File: src/rtl/pwm_generator.sv
// pwm_generator: sixteen registered output pins, each forced low, held high,
// or driven by one shared 256-step PWM waveform. The duty cycle is shadowed
// and only reloaded at the period boundary, so register writes never glitch
// the outputs mid-period.
module pwm_generator #(
    parameter int PRESCALE   = 13,
    parameter int PRESCALE_W = 16
) (
    input  logic        clk,
    input  logic        rst_n,
    input  logic [7:0]  en_reg_out_7_0,
    input  logic [7:0]  en_reg_out_15_8,
    input  logic [7:0]  en_reg_pwm_7_0,
    input  logic [7:0]  en_reg_pwm_15_8,
    input  logic [7:0]  pwm_duty_cycle,
    output logic [15:0] out,
    output logic        period_start
);

    localparam logic [PRESCALE_W-1:0] PS_LAST = PRESCALE_W'(PRESCALE - 1);
    localparam logic [PRESCALE_W-1:0] PS_ONE  = PRESCALE_W'(1);

    logic [PRESCALE_W-1:0] r_prescale_cnt;
    logic [7:0]            r_pwm_cnt;
    logic [7:0]            r_duty_active;
    logic [15:0]           r_out;
    logic                  r_period_start;

    logic                  w_tick;
    logic                  w_wrap;
    logic                  w_pwm_level;
    logic [15:0]           w_en_out;
    logic [15:0]           w_en_pwm;
    logic [15:0]           w_pin_next;

    assign w_en_out = {en_reg_out_15_8, en_reg_out_7_0};
    assign w_en_pwm = {en_reg_pwm_15_8, en_reg_pwm_7_0};

    // One PWM step every PRESCALE clocks; with PRESCALE=1 this is every clock.
    assign w_tick = (r_prescale_cnt == PS_LAST);
    // Last step of the period: the edge that wraps pwm_cnt and reloads the duty.
    assign w_wrap = w_tick && (r_pwm_cnt == 8'hFF);

    // Prescaler: count 0..PRESCALE-1 and wrap.
    always_ff @(posedge clk or negedge rst_n) begin
        if (!rst_n) begin
            r_prescale_cnt <= '0;
        end else if (w_tick) begin
            r_prescale_cnt <= '0;
        end else begin
            r_prescale_cnt <= r_prescale_cnt + PS_ONE;
        end
    end

    // Step counter: advances on each tick, wraps naturally from 255 to 0.
    always_ff @(posedge clk or negedge rst_n) begin
        if (!rst_n) begin
            r_pwm_cnt <= 8'h00;
        end else if (w_tick) begin
            r_pwm_cnt <= r_pwm_cnt + 8'd1;
        end
    end

    // Duty shadow: take the requested duty only on the wrap edge.
    always_ff @(posedge clk or negedge rst_n) begin
        if (!rst_n) begin
            r_duty_active <= 8'h00;
        end else if (w_wrap) begin
            r_duty_active <= pwm_duty_cycle;
        end
    end

    // Shared PWM level; 0xFF is special-cased so full duty never drops a tick.
    always_comb begin
        w_pwm_level = 1'b0;
        if (r_duty_active == 8'hFF) begin
            w_pwm_level = 1'b1;
        end else begin
            w_pwm_level = (r_pwm_cnt < r_duty_active);
        end
    end

    // Pin mux: disabled -> 0, enabled static -> 1, enabled PWM -> shared level.
    always_comb begin
        w_pin_next = w_en_out & (~w_en_pwm | {16{w_pwm_level}});
    end

    // Output register plus the one-clock period marker following the wrap edge.
    always_ff @(posedge clk or negedge rst_n) begin
        if (!rst_n) begin
            r_out          <= 16'h0000;
            r_period_start <= 1'b0;
        end else begin
            r_out          <= w_pin_next;
            r_period_start <= w_wrap;
        end
    end

    assign out          = r_out;
    assign period_start = r_period_start;

endmodule

File: config.mk
export PLATFORM = sky130hd
export DESIGN_NAME = pwm_generator
export DESIGN_NICKNAME = d
export VERILOG_FILES = /design/src/rtl/pwm_generator.sv
export SDC_FILE = /design/constraint.sdc
export NUM_CORES = 1
export LEC_CHECK = 0
export BUFFER_PORTS_ARGS = -buffer_cell sky130_fd_sc_hd__buf_2
export CORE_MARGIN = 4
export CORE_UTILIZATION = 25
export CTS_CLUSTER_DIAMETER = 50
export DETAILED_ROUTE_END_ITERATION = 10
export PLACE_DENSITY_LB_ADDON = 0.15
export SLEW_MARGIN = 20
export SYNTH_ARGS = -nofsm -noshare
export SYNTH_HDL_FRONTEND = slang
export SYNTH_SLANG_ARGS = --single-unit
File: constraint.sdc
create_clock -name clk -period 3.4 [get_ports clk]
set_input_delay 0.34 -clock clk [delete_from_list [all_inputs] [get_ports clk]]
set_output_delay 0.34 -clock clk [all_outputs]
set_load 0.05 [all_outputs]
Word-level counts from Yosys, hierarchy flattened --
Index checks and enable logic that the tools add are counted.
Storage, ports and cells: logic and storage cells 17, input bits 42, output and inout port bits 17, bits in registers 49
Operators by class: add/subtract/negate cells 2, equality and inequality tests 3, reductions and logical operators 1, bitwise operators 3, $lt $le $gt $ge 1, muxes and demuxes 2
Operators with widths (number):
- $add A16 B1 Y16 const B | 1
- $and A16 B16 Y16 | 1
- $eq A16 B4 Y1 const B | 1
- $eq A8 B8 Y1 const B | 2
- $mux W16 | 1
- $not A16 Y16 | 1
- $or A16 B16 Y16 | 1
- $add A8 B1 Y8 const B | 1
- $lt A8 B8 Y1 | 1
- $logic_and A1 B1 Y1 | 1
- $mux W1 | 1

Depth between registers and ports, before layout --
word-level depth 4, depth in mapped cells 8

Least setup slack after synthesis --
Ideal clock, no wire load.
path kind reg-to-reg, from register r_prescale_cnt[0], to register r_duty_active[0], required time 3.275 ns, clock period less this slack 1.676 ns, path slack 1.724 ns, cell stages (with the launch flop) 8, arrival 1.551 ns, cells stage by stage dfrtp_1 -> inv_1 -> ha_1 -> nor4b_2 -> and4_1 -> buf_4 -> nand3_4 -> mux2_4
On the way: word-level cells in the longest chain between the ends 2
RTL lines:
- start: declaration | RTL line 23 | logic [PRESCALE_W-1:0] r_prescale_cnt;
- start signal: assignment | RTL line 51 | r_prescale_cnt <= r_prescale_cnt + PS_ONE;
- $eq A16 B4 Y1 | RTL line 40 | assign w_tick = (r_prescale_cnt == PS_LAST);
- $logic_and A1 B1 Y1 | RTL line 42 | assign w_wrap = w_tick && (r_pwm_cnt == 8'hFF);
- end signal: assignment | RTL line 69 | r_duty_active <= pwm_duty_cycle;
- end: declaration | RTL line 25 | logic [7:0] r_duty_active;
Every way passes these cells. A chain may end at the register's enable or synchronous reset.

Worst setup path after layout --
from register r_prescale_cnt[0], to register r_duty_active[3]
The elaborated chain is that of the path after synthesis.

==> results.md <==
* Tmin final at 2.19 ns
* First-pass GRT wire length at 7.36 mm
* Ys Warns at 0
* Hold Violations, Final at 0
* Rel. slew slack at 41.7%
* Final TNS setup at 0 ns
* Top cells by area, synth: dfrtp_1 54%, ha_1 5.5%, xnor2_1 5.4%, mux2_4 5.3%, inv_1 4.5%
* Crit path max fanout at 13
* Antenna violations before repair at 0
* GPL Wtd Cong at 0.668
* Clock power share at 37.7%
* H-Tree Depth at 2
* Setup crit start: r_prescale_cnt[0]
* Cts-stage hold buffer count at 0
* Share of layout cells above drive strength 1 at 32.2%
* Hold Slack at 0.154 ns
* Asr flop ratio synth at 100%
* CTS resizes at 0
* Iteration-0 DRC Markers at 65
* Clk sinks at 49
* Number of global-route vias before repair at 1502
* Hold crit path type: input port to async pin
* I/O pin cnt at 59
* Lkg Pwr at 1.40 nW
* Via density at 4.31
* Design Power at 1.14 mW
* Run status: finished, final reports clean
* # rows at 34
* Max-Cap Viols at 0
* WS Path Type: register to register
* Synth Cell Area at 2260 sq um
* CTS tree: done
* Placed cell count at 355
* Avg WL per Cell at 12.6 um
* VDD IR max at 0.157 mV
* P per Cell Area at 411 nW/um^2
* Seq/Total Area, Yosys at 54.2%
* Synth-to-Final Area Change at 22.7%
* Residual DRC count at 0
* Clock latency on the worst-skew pair at 0.30 ns
* EDFF count, synth at 0
* Sw frac at 23.2%
* Post-synthesis net count at 245
* IO Port Bufs at 58
* Largest area contributor in the netlist: dfrtp_1
* Sequential power share at 52.8%
* Int Power at 876 uW
* Die area at 10600 sq um
* CP Capture Type: register
* Antenna cell count at 0
* Most used DFF post-synth: dfrtp_1
* Gate power share at 9.4%
* RSZ-0062 raised after global routing: no
* Post-route insts no fill at 363
* Max Root-Sink Buffers at 2
* Core area at 8760 sq um
* Final setup violation count at 0
* Die H at 103 um
* Syn Area/Cell at 11.7 sq um
* Mapped Cells at 193
* Final ANT Viol Nets at 0
* Starting density of the core at 25.8%
* Most frequent cells in the layout: 58 x buf_2, 49 x dfrtp_1, 27 x inv_1
* Critical Path Source Type: register
* Commonest non-fill, non-tap cell in the layout: buf_2
* Max Clk Rate at 456 MHz
* Final Cycle Share at 64.4%
* Postcts setup bufs at 0
* Chip width at 103 um
* Pin count of the biggest net entering global routing at 39
* Arrival @ worst endpoint at 2.39 ns
* Max-slew violation count at 0
* P_sw at 265 uW
* DR pass1 iterations at 5
* Total global-route track usage at 8.93%
* Worst R2R Start: r_prescale_cnt[0]
* Via count at 1564
* Crit path required time at 3.60 ns
* Clock-pin slew on the worst setup and hold paths at 0.09 ns
* WL final at 4.56 mm
* Unique masters post-synth at 33
* Grt ovf at 0
* Clk_skew at 0.0113 ns
* Top cell type's share of synthesized area at 54.2%
* Yosys reg bits at 49
* Clk root buf: clkbuf_8
* Hpwl dp at 3.40 mm
* Slew @ Worst Pin at 0.874 ns
* Total CTS buffers at 5
* Layout net count at 306
-- sequential cells by signal, summed over array words and instances, names as in the netlist --
name            count
r_duty_active       8
r_prescale_cnt     16
r_pwm_cnt           8
period_start        1
out                16
-- cell families after synthesis --
group / count (synthesis) / synth area share (%)
and+or+nand+nor: 50 / 13.4
DFF: 49 / 54.2
buffers and inverters: 32 / 6.03
AOI/OAI and AO/OA: 22 / 6.81
xor gates and xnor gates: 21 / 8.14
adders and majority gates: 10 / 5.53
muxes: 9 / 5.81
-- stage by stage --
stage | utilization, % | instance area [sq um] | setup WS, ns
floorplan | - | 2260 | 1.72
global placement | 30.3 | 2660 | 1.24
detailed placement | 30.3 | 2660 | 1.19
CTS | 31.7 | 2780 | 1.19
global route | 31.7 | 2780 | 1.05
finish | 31.7 | 2780 | 1.21
-- Yosys cell counts (2+ instances only) --
master,count
and3_1,3
nor2_1,8
inv_1,27
a31oi_1,16
xnor2_1,14
nand3_1,8
xor2_1,7
nand4_1,8
ha_1,10
and4_1,4
dfrtp_1,49
nand2_1,8
mux2_4,8
buf_4,2
nor3_1,3
-- worst max-delay path, stage by stage, from the launching register on --
cell and delay [ns]:
dfrtp_1 0.43, inv_1 0.08, ha_1 0.13, nor4b_2 0.21
and4_1 0.58, nand3_4 0.29, mux2_4 0.37
-- per-layer routing --
layer  wire [um]  part of all wire, %  track usage [%]
met5           0                    0                0
met4          70                  1.5             3.29
met3         357                  7.8             2.64
met2        1850                   41             12.8
met1        2280                   50             12.7
-- final timing paths --
kind                                       to  slack (ns)  cells past startpoint
setup / recovery             r_duty_active[3]        1.21                      6
hold / removal                   r_pwm_cnt[7]        0.15                      1
setup reg to reg             r_duty_active[3]        1.21                      6
hold reg to reg            r_prescale_cnt[15]        0.48                      1
max in group asynchronous   r_prescale_cnt[1]        2.54                      2
min in group clk                       out[1]        0.20                      2
-- power groups by stage --
stage,logic (mW),registers (mW),clock network [mW]
floorplan,0.0232,0.650,0
global placement,0.110,0.615,0
detailed placement,0.110,0.615,0
CTS,0.111,0.603,0.454
global route,0.119,0.604,0.469
finish,0.107,0.603,0.431
-- cell type report --
type / instances / area, sq um
fill: 928 / 5990
multi-input combinational: 112 / 898
tap: 108 / 135
clock buffer: 7 / 86.3
timing repair buffer: 59 / 298
inverter: 27 / 101
sequential: 49 / 1230
clock inverter: 1 / 30.0
No activity file was read; power rests on OpenSTA's default activity.
